### src/rtl/phase_pkg.sv
// ----------------------------------------------------------------------------
// phase_pkg
// Shared definitions for the two-phase clock receive path.
//   - FSM state encoding (2 bits): HUNT, WAIT_PH2, WAIT_PH1
//   - CYCLE_STEPS_DEF: machine-cycle length used by the clock generator
// ----------------------------------------------------------------------------
package phase_pkg;

   localparam logic [1:0] HUNT     = 2'd0;
   localparam logic [1:0] WAIT_PH2 = 2'd1;
   localparam logic [1:0] WAIT_PH1 = 2'd2;

   // PH1->PH2 pairs per machine cycle, as produced by the generator
   localparam int CYCLE_STEPS_DEF = 8;

endpackage

### src/rtl/phase_edge_det.sv
// ----------------------------------------------------------------------------
// phase_edge_det
// Registers one level input and strobes on its transition.
//   i_clk   : system clock
//   i_rst   : synchronous active-high reset (registered level clears to 0)
//   i_d     : level input, synchronous to i_clk
//   o_edge  : FALL=0 -> i_d & ~q (rise), FALL=1 -> ~i_d & q (fall)
// ----------------------------------------------------------------------------
module phase_edge_det #(
   parameter bit FALL = 1'b0
) (
   input  logic i_clk,
   input  logic i_rst,
   input  logic i_d,
   output logic o_edge
);

   logic r_q;

   always_ff @(posedge i_clk) begin
      if (i_rst) r_q <= 1'b0;
      else       r_q <= i_d;
   end

   assign o_edge = FALL ? (~i_d & r_q) : (i_d & ~r_q);

endmodule

### src/rtl/phase_decoder.sv
// ----------------------------------------------------------------------------
// phase_decoder
// Receive side of the two-phase non-overlapping clock (PH1/PH2 + O_S toggle).
// Checks phase ordering / non-overlap / liveness, declares lock, tracks the
// step index within the machine cycle and pulses SYNC at machine-cycle start.
//   i_clk, i_rst    : system clock, synchronous active-high reset
//   i_ph1, i_ph2    : phase levels sampled on i_clk
//   i_o_s           : generator phase toggle; its fall at PH1 aligns STEP to 0
//   i_clr_err       : clears the sticky error flags
//   o_step          : step index within the machine cycle
//   o_sync          : one-cycle pulse on the PH1 rise of step 0 while locked
//   o_locked        : phase stream valid
//   o_err_overlap   : sticky, PH1 and PH2 high together
//   o_err_order     : sticky, same phase rose twice in a row
//   o_err_stall     : sticky, no phase rise for TIMEOUT cycles
// All outputs are registered: a sampled rise shows up one cycle later.
// ----------------------------------------------------------------------------
module phase_decoder
   import phase_pkg::*;
#(
   parameter  int CYCLE_STEPS = CYCLE_STEPS_DEF,
   parameter  int LOCK_COUNT  = 4,
   parameter  int TIMEOUT     = 15,
   localparam int SW          = $clog2(CYCLE_STEPS)
) (
   input  logic          i_clk,
   input  logic          i_rst,
   input  logic          i_ph1,
   input  logic          i_ph2,
   input  logic          i_o_s,
   input  logic          i_clr_err,
   output logic [SW-1:0] o_step,
   output logic          o_sync,
   output logic          o_locked,
   output logic          o_err_overlap,
   output logic          o_err_order,
   output logic          o_err_stall
);

   logic [1:0]    r_state;
   logic [3:0]    r_pair;
   logic [7:0]    r_tmo;
   logic [SW-1:0] r_step;
   logic          r_sync, r_locked, r_err_ov, r_err_or, r_err_st;

   logic          w_r1, w_r2, w_os_fall;
   logic          w_overlap, w_stall, w_order, w_fault;
   logic [1:0]    w_state_nx;
   logic [3:0]    w_pair_nx;
   logic [7:0]    w_tmo_nx;
   logic [SW-1:0] w_step_nx;
   logic          w_sync_nx, w_locked_nx;

   phase_edge_det #(.FALL(1'b0)) u_ph1 (.i_clk(i_clk), .i_rst(i_rst), .i_d(i_ph1), .o_edge(w_r1));
   phase_edge_det #(.FALL(1'b0)) u_ph2 (.i_clk(i_clk), .i_rst(i_rst), .i_d(i_ph2), .o_edge(w_r2));
   phase_edge_det #(.FALL(1'b1)) u_os  (.i_clk(i_clk), .i_rst(i_rst), .i_d(i_o_s), .o_edge(w_os_fall));

   always_comb begin
      w_overlap = i_ph1 & i_ph2;
      // counter hits TIMEOUT on this edge if no rise arrives
      w_stall   = (r_state != HUNT) & ~w_r1 & ~w_r2 & (r_tmo >= 8'(TIMEOUT - 1));
      // simultaneous rises always imply overlap, which outranks order
      w_order   = ((r_state == WAIT_PH2) & w_r1) | ((r_state == WAIT_PH1) & w_r2);
      w_fault   = w_overlap | w_stall | w_order;

      w_state_nx = r_state;
      w_pair_nx  = r_pair;
      w_tmo_nx   = r_tmo;
      w_step_nx  = r_step;
      w_sync_nx  = 1'b0;

      if (w_fault) begin
         w_state_nx = HUNT;
         w_pair_nx  = '0;
         w_tmo_nx   = '0;
         w_step_nx  = '0;
      end else begin
         if (r_state != HUNT) begin
            if (w_r1 | w_r2)                 w_tmo_nx = '0;
            else if (r_tmo < 8'(TIMEOUT))    w_tmo_nx = r_tmo + 8'd1;
         end
         case (r_state)
            HUNT: begin
               w_pair_nx = '0;
               w_tmo_nx  = '0;
               w_step_nx = '0;
               if (w_r1) w_state_nx = WAIT_PH2;
            end
            WAIT_PH2: if (w_r2) begin
               w_state_nx = WAIT_PH1;
               if (r_pair < 4'(LOCK_COUNT)) w_pair_nx = r_pair + 4'd1;
               // the pair that completes lock does not advance STEP
               if (r_locked)
                  w_step_nx = (r_step == SW'(CYCLE_STEPS - 1)) ? '0 : r_step + 1'b1;
            end
            WAIT_PH1: if (w_r1) begin
               w_state_nx = WAIT_PH2;
               if (w_os_fall) w_step_nx = '0;
               w_sync_nx = r_locked & (w_step_nx == '0);
            end
            default: w_state_nx = HUNT;
         endcase
      end

      w_locked_nx = (w_pair_nx == 4'(LOCK_COUNT)) & (w_state_nx != HUNT);
   end

   always_ff @(posedge i_clk) begin
      if (i_rst) begin
         r_state  <= HUNT;
         r_pair   <= '0;
         r_tmo    <= '0;
         r_step   <= '0;
         r_sync   <= 1'b0;
         r_locked <= 1'b0;
         r_err_ov <= 1'b0;
         r_err_or <= 1'b0;
         r_err_st <= 1'b0;
      end else begin
         r_state  <= w_state_nx;
         r_pair   <= w_pair_nx;
         r_tmo    <= w_tmo_nx;
         r_step   <= w_step_nx;
         r_sync   <= w_sync_nx;
         r_locked <= w_locked_nx;
         // only the highest-priority fault is flagged; a fault beats CLR_ERR
         r_err_ov <= (r_err_ov & ~i_clr_err) | w_overlap;
         r_err_st <= (r_err_st & ~i_clr_err) | (w_stall & ~w_overlap);
         r_err_or <= (r_err_or & ~i_clr_err) | (w_order & ~w_overlap & ~w_stall);
      end
   end

   assign o_step        = r_step;
   assign o_sync        = r_sync;
   assign o_locked      = r_locked;
   assign o_err_overlap = r_err_ov;
   assign o_err_order   = r_err_or;
   assign o_err_stall   = r_err_st;

endmodule

### config.mk
export PLATFORM = sky130hd
export DESIGN_NAME = phase_decoder
export DESIGN_NICKNAME = d
export VERILOG_FILES = /design/src/rtl/phase_pkg.sv /design/src/rtl/phase_edge_det.sv /design/src/rtl/phase_decoder.sv
export SDC_FILE = /design/constraint.sdc
export NUM_CORES = 1
export LEC_CHECK = 0
export CAP_MARGIN = 20
export CORE_MARGIN = 1.5
export CORE_UTILIZATION = 55
export CTS_BUF_LIST = sky130_fd_sc_hd__clkbuf_4
export DETAILED_ROUTE_END_ITERATION = 7
export MAX_ROUTING_LAYER = met4
export PLACE_DENSITY = 0.78
export SLEW_MARGIN = 10
export SYNTH_ARGS = -nofsm -noshare
export SYNTH_HDL_FRONTEND = slang
export SYNTH_HIERARCHICAL = 1
export SYNTH_SLANG_ARGS = --single-unit
### constraint.sdc
create_clock -name i_clk -period 2 [get_ports i_clk]
set_input_delay 0.3 -clock i_clk [delete_from_list [all_inputs] [get_ports i_clk]]
set_output_delay 0.3 -clock i_clk [all_outputs]
set_load 0.03 [all_outputs]
==> impl_results.md, run 1 <==
* Placement row count at 16
* Final min period at 1.844 ns
* Port Buffers at 13
* Worst endpoint required time at approximately 2.3 ns
* P_leak at a little over 0.6 nW
* CP Capture Type: register
* Core Region at around 2000 µm²
* Crit Path Class: register to register
* Register clock-pin slew on the reported worst setup and hold paths at 0.13 ns
* M3 GR Usage at under 10%
* Pre-antenna DRT Iters at 4
* DRC viols at 0
* Total number of vias at around 1,000
* Mapped Avg Cell Area at just under 10 µm²
* First-pass GRT wire length at 4.271 mm
* Peak VDD IR at ~530 µV
* Post-synth EDFFs at 0
* Share of cells above drive strength 1 at between 10% and 20%
* Gpl congestion at about 0.88
* Pwr/cell area at approximately 600 nW/µm²
* F_max at approximately 540 MHz
* Htree depth at 1
* CTS Buf Count at 3
* Crit path DAT at 2.11 ns
* Final setup violation count at 0
* Drt initial violations at 28
* Met2 Use GR at between 30% and 40%
* Setup Total Neg Slack at 0 ns
* Die area at approximately 2500 µm²
* Async S/R FF share, synth at 0%
* CTS tree: yes
* Max-Cap Viols at 0
* Fin crit share at 92.21%
* Synthesized area at ~1200 µm²
* Max-slew violation count at 0
* Busiest metal layer after global routing: met2
* I/O pin cnt at 14
* Detailed-route wire length at between 2 and 2.5 mm
* Die outline height at 50.03 µm
* Gr ovfl total at 0
* Final Hold Viols at 0
* Cts-stage hold buffer count at 0
* RSZ-0062 raised after global routing: no
* Placement-stage cell area at 1458 µm²
* Crit Path Max Fanout at 6
* Yosys warns at 6
* Footprint of the multi-input gates at between 700 and 800 µm²
* Ys flop type: dfxtp_1
* Skew-Pair Late Insertion Delay at about 0.32 ns
* R2R depth at 6
* Layout area overhead at 23.15%
* Post-Synthesis Cells at 126
* Hold WC Path Type: register to register
* DR WL/cell at 13.27 µm
* Register area share after synthesis at ~41%
* Initial antenna violation count at 0
* Antenna Nets Post-Route at 0
* Fin area at roughly 1500 µm²
* Seq cells post-synth at 25
* Pin count of the biggest net entering global routing at 14
* FF+latch area at between 500 and 600 µm²
* Sink Count at 25
* Fillcell total at between 150 and 200
* Root Buffer: clkbuf_4
* CP startpoint kind: register
* GR Util met1 at approximately 28%
* Hold Path Depth at 2
* Final HPWL DP at roughly 1.8 mm
* CTS max path bufs at 2
* DR vias/cell at ~5.7
* Outcome: complete, no violations
* Total track usage at ~22%
* Layout Skew at between 0.006 and 0.007 ns
* Distinct cell type count after synthesis at 40
* Nets at 171
* Die W at ~50 µm
* # diodes at 0
* Starting Density at 60.15%
* Vias in the first global route at between 1,000 and 1,500
-- flip-flops by register name, summed over array words and instances (netlist names) --
register	cells
r_tmo	8
o_locked	1
u_ph1/r_q	1
o_err_order	1
u_ph2/r_q	1
r_state	2
o_err_overlap	1
u_os/r_q	1
o_err_stall	1
o_sync	1
r_pair	4
o_step	3
-- power by group --
part | leakage (nW) | internal [W] | switching, W
registers | 0.204 | 0.000511 | 0.00000783
logic | 0.397 | 0.0000672 | 0.0000731
clock network | 0.0184 | 0.0000916 | 0.000149
-- worst max-delay path, stage by stage (launching register included) --
cell      delay, ns
dfxtp_1        0.43
inv_1          0.10
ha_1           0.29
a22o_1         0.24
nor3b_2        0.24
nor4b_4        0.27
o2111a_1       0.23
-- cell families after synthesis --
group	Yosys count	share of synthesized area, %
DFF	25	41.15
buffers and inverters	8	2.571
other	1	0.3083
adders and majority gates	10	10.29
and+or+nand+nor	47	24.18
muxes	1	0.9259
xor gates and xnor gates	2	1.441
AOI/OAI and AO/OA	32	19.14
-- cell usage after synthesis (all sizes together), types with 2 or more instances --
cell     number  share of area, %
a21oi         7               2.9
a22oi         5               3.1
o21ai         5               2.1
nor3b         2               1.2
dfxtp        25                41
nand2b        3               1.5
inv           6               1.9
o2111ai       2               1.4
nor2         16               4.9
a31oi         2               1.0
nor3          2              0.82
nor2b        11               8.3
ha           10                10
nand2         6               1.9
-- per-stage QoR --
stage	total power, W	cells	hold WS (ns)	utilization (%)	setup slack (ns)
final	0.0008996	181	0.4965	74.07	0.1557
after global routing	0.0009328	181	0.5240	74.07	0.04381
after CTS	0.0008975	181	0.4990	73.58	0.07562
after detailed placement	0.0006649	177	0.4724	72.09	-0.005305
after global placement	0.0006606	177	0.4611	72.09	0.01965
after floorplan	0.0006085	129	0.3643	-	0.3589
-- layout make-up --
class,count,area share (%)
Clock buffer,4,2.005
Multi-Input combinational cell,96,47.12
Inverter,6,1.504
Tap cell,27,2.256
Sequential cell,25,33.42
Timing Repair Buffer,23,13.70
-- path summary, 6_finish.rpt --
path | slack, ns | to | start
min | 0.50 | o_err_overlap | o_err_overlap
min reg2reg | 0.50 | o_err_overlap | o_err_overlap
max | 0.16 | o_locked | r_state[0]
max reg2reg | 0.16 | o_locked | r_state[0]
-- routing by layer --
metal,up-vias,share of wire (%)
met1,487,47
met2,32,46
met3,11,4.9
met4,0,2.1
li1,495,-
met5,-,0
-- cell usage in the layout, fill, tap and decap left out, types with 2 or more instances in the layout --
cell,count
nor2_1,16
nor2b_4,4
ha_1,10
nand2b_1,3
o2111ai_1,2
a31oi_1,2
dfxtp_1,25
buf_4,10
conb_1,4
a21oi_1,7
nand2_1,6
nor2b_1,6
clkbuf_4,4
inv_1,6
clkdlybuf4s50_1,13
o21ai_0,5
a22oi_1,5
-- timing repair --
item                       CTS  global route
setup endpoints to repair    0            11
gates resized for setup      0             2
buffers inserted             0             0
(Power assumes the default switching activity.)
==> run 2, diff against run 1 <==
--- a/config.mk
+++ b/config.mk
@@ -10,6 +10,7 @@
 export CORE_UTILIZATION = 55
 export CTS_BUF_LIST = sky130_fd_sc_hd__clkbuf_4
 export DETAILED_ROUTE_END_ITERATION = 7
+export GPL_TIMING_DRIVEN = 0
 export MAX_ROUTING_LAYER = met4
 export PLACE_DENSITY = 0.78
 export SLEW_MARGIN = 10
==> run 2 against run 1 <==
Compared with the run above: count of clock-buffer cells in the layout down 1; routed wire length fell by 5.1%; sequential share of layout area up 1.6 points; global-route usage shrank 1.4 points; die area did not move; via count is 7.8% lower; critical endpoint is now r_pair[1]; largest power group unchanged.
==> impl_results.md, run 2 (same netlist as run 1, synthesis figures left out) <==
* Outcome: complete, no violations
* FF+latch area at 500.5 µm² (unchanged)
* Port Buffers at 13 (unchanged)
* Clock power frac at 26.3% (-0.4 points)
* Peak VDD IR at 531.9 µV (about the same)
* Initial antenna violation count at 0 (unchanged)
* Nets at 163 (-4.7%)
* Final HPWL DP at 1.739 mm (-3.4%)
* Die outline height at 50.03 µm (unchanged)
* DRC viols at 0 (unchanged)
* Net switching power figure at 0.0002293 W (-0.21%)
* Int Power at 0.0006384 W (-4.7%)
* First-pass GRT wire length at 3.974 mm (-7.0%)
* Worst r2r dst: o_step[2]
* Pwr/cell area at 607.3 nW/µm² (+1.1%)
* Starting Density at 60.15% (unchanged)
* R2R depth at 7 (+1)
* CP startpoint kind: primary input
* CP Capture Type: register
* RSZ-0062 raised after global routing: no
* Gate power share at 13.9% (-1.7 points)
* Crit path DAT at 2.09 ns (-0.02 ns)
* Register clock-pin slew on the reported worst setup and hold paths at 0.14 ns (about the same)
* Vias in the first global route at 951 (-6.2%)
* Fillcell total at 162 (+7.3%)
* CTS Buf Count at 3 (unchanged)
* Gpl congestion at 0.7782 (-11%)
* Sw frac at 26.43% (+0.88 points)
* Fin area at 1429 µm² (-4.6%)
* Final Hold Viols at 0 (unchanged)
* Pin count of the biggest net entering global routing at 15 (+1)
* Largest register by flop count: r_tmo
* CTS max path bufs at 2 (unchanged)
* Fin crit share at 93.56% (+1.3 points)
* Seq pwr share at 59.8% (+2.1 points)
* Placement row count at 16 (unchanged)
* P_leak at 0.5740 nW (-7.4%)
* Commonest cells after routing, fill and taps aside: dfxtp_1, nor2_1, clkdlybuf4s50_1, ha_1, a21oi_1
* Sink Count at 25 (unchanged)
* DR WL/cell at 13.17 µm (-0.73%)
* Drt initial violations at 18 (-36%)
* Crit Path Class: primary input to register
* Layout area overhead at 17.49%
* Setup bufs post-CTS at 0 (unchanged)
* Htree depth at 1 (unchanged)
* Crit Path Max Fanout at 8 (+2)
* Die area at 2503 µm² (unchanged)
* Hold WC Path Type: register to register
* HP Start: o_err_overlap
* Hold EP: o_err_overlap
* Footprint of the multi-input gates at 705.7 µm² (unchanged)
* DR vias/cell at 5.462 (-3.5%)
* Layout Skew at 0.004330 ns (-0.002248 ns)
* # diodes at 0 (unchanged)
* Final min period at 1.871 ns (+0.02699 ns)
* Share of cells above drive strength 1 at 11.64% (-5.2 points)
* Most common cell after layout, fill and taps aside: dfxtp_1
* Max-slew violation count at 0 (unchanged)
* Total number of vias at 945 (-7.8%)
* Reg2Reg Setup Slack at 0.17 ns (about the same)
* Fin util at 70.67% (-3.4 points)
* Gr ovfl total at 0 (unchanged)
* Worst r2r src: r_state[1]
* Root Buffer: clkbuf_4
* Die W at 50.03 µm (unchanged)
* Final setup violation count at 0 (unchanged)
* Placement-stage cell area at 1391 µm² (-4.5%)
* Antenna Nets Post-Route at 0 (unchanged)
* I/O pin cnt at 14 (unchanged)
* F_max at 534.4 MHz (-1.4%)
* Skew-Pair Late Insertion Delay at 0.32 ns (about the same)
* Max-Cap Viols at 0 (unchanged)
* Worst endpoint required time at 2.22 ns (-0.04 ns)
* Pre-antenna DRT Iters at 4 (unchanged)
* Hold Path Depth at 2 (unchanged)
* CTS tree: yes
* Core Region at 2022 µm² (unchanged)
* Total track usage at 20.99% (-1.4 points)
* Detailed-route wire length at 2.279 mm (-5.1%)
* Max FFs per register at 8 (unchanged)
run 2: changes by cell type in the layout (fill, tap and decap cells not counted):
cell / before / now
buf_4: 10 / 0
clkbuf_1: 0 / 1
clkinv_2: 0 / 1
clkbuf_4: 4 / 3
buf_2: 0 / 1
run 2: power groups by stage:
stage / clock [W] / combinational (W) / sequential, W
2_1_floorplan: 0 / 0.0000753 / 0.000533
3_3_place_gp: 0 / 0.000114 / 0.000529
3_5_place_dp: 0 / 0.000118 / 0.000530
4_1_cts: 0.000229 / 0.000119 / 0.000519
5_1_grt: 0.000243 / 0.000133 / 0.000520
6_report: 0.000228 / 0.000121 / 0.000519
run 2: worst max path at each step:
stage,from,endpoint,cells past startpoint
2_1_floorplan,r_tmo[4],o_locked,5
3_3_place_gp,i_ph2,r_pair[1],6
3_5_place_dp,i_ph2,r_pair[1],6
4_1_cts,r_state[0],r_pair[0],6
5_1_grt,r_state[1],o_step[1],7
6_report,i_ph2,r_pair[1],6
run 2: repair_timing:
item | 4_1_cts | 5_1_grt
gates resized for setup | 0 | 2
endpoints found under the hold margin | 0 | 0
endpoints found under the setup margin | 0 | 13
hold buffers | 0 | 0
run 2: metrics by stage:
step | setup WS (ns) | setup TNS [ns] | hold slack [ns] | power, W | cells
2_1_floorplan | 0.3589 | 0 | 0.3643 | 0.0006085 | 129
3_3_place_gp | -0.2007 | -0.5964 | 0.4607 | 0.0006423 | 169
3_5_place_dp | -0.2094 | -0.5848 | 0.4806 | 0.0006477 | 169
4_1_cts | 0.06683 | 0 | 0.5021 | 0.0008667 | 173
5_1_grt | 0.01472 | 0 | 0.5336 | 0.0008964 | 173
6_report | 0.1287 | 0 | 0.4984 | 0.0008677 | 173
run 2: final cells by class:
type                            count  share of cell area, %
Buffer                              2                 0.6130
Clock buffer                        3                  1.576
Clock inverter                      1                 0.3503
Inverter                            6                  1.576
Multi-Input combinational cell     96                  49.39
Sequential cell                    25                  35.03
Tap cell                           27                  2.364
Timing Repair Buffer               13                  9.107
run 2: per-layer routing:
metal	vias up	GRT usage [%]	share of wire, %
met3	4	3.636	2.9
li1	485	-	-
met2	19	35.75	47
met1	437	25.43	49
met5	-	-	0
met4	0	5.556	1.1
run 2: critical path: stages:
cell	delay, ns
clkdlybuf4s50_1	0.50
nor2b_4	0.26
nor3b_1	0.45
mux2_2	0.39
a22oi_1	0.13
nor2_1	0.06
==> run 3, diff against run 2 <==
--- a/config.mk
+++ b/config.mk
@@ -18,3 +18,4 @@
 export SYNTH_HDL_FRONTEND = slang
 export SYNTH_HIERARCHICAL = 1
 export SYNTH_SLANG_ARGS = --single-unit
+export TNS_END_PERCENT = 20
==> results of run 3 <==
Final layout, timing and power as in run 2 (identical DEF).
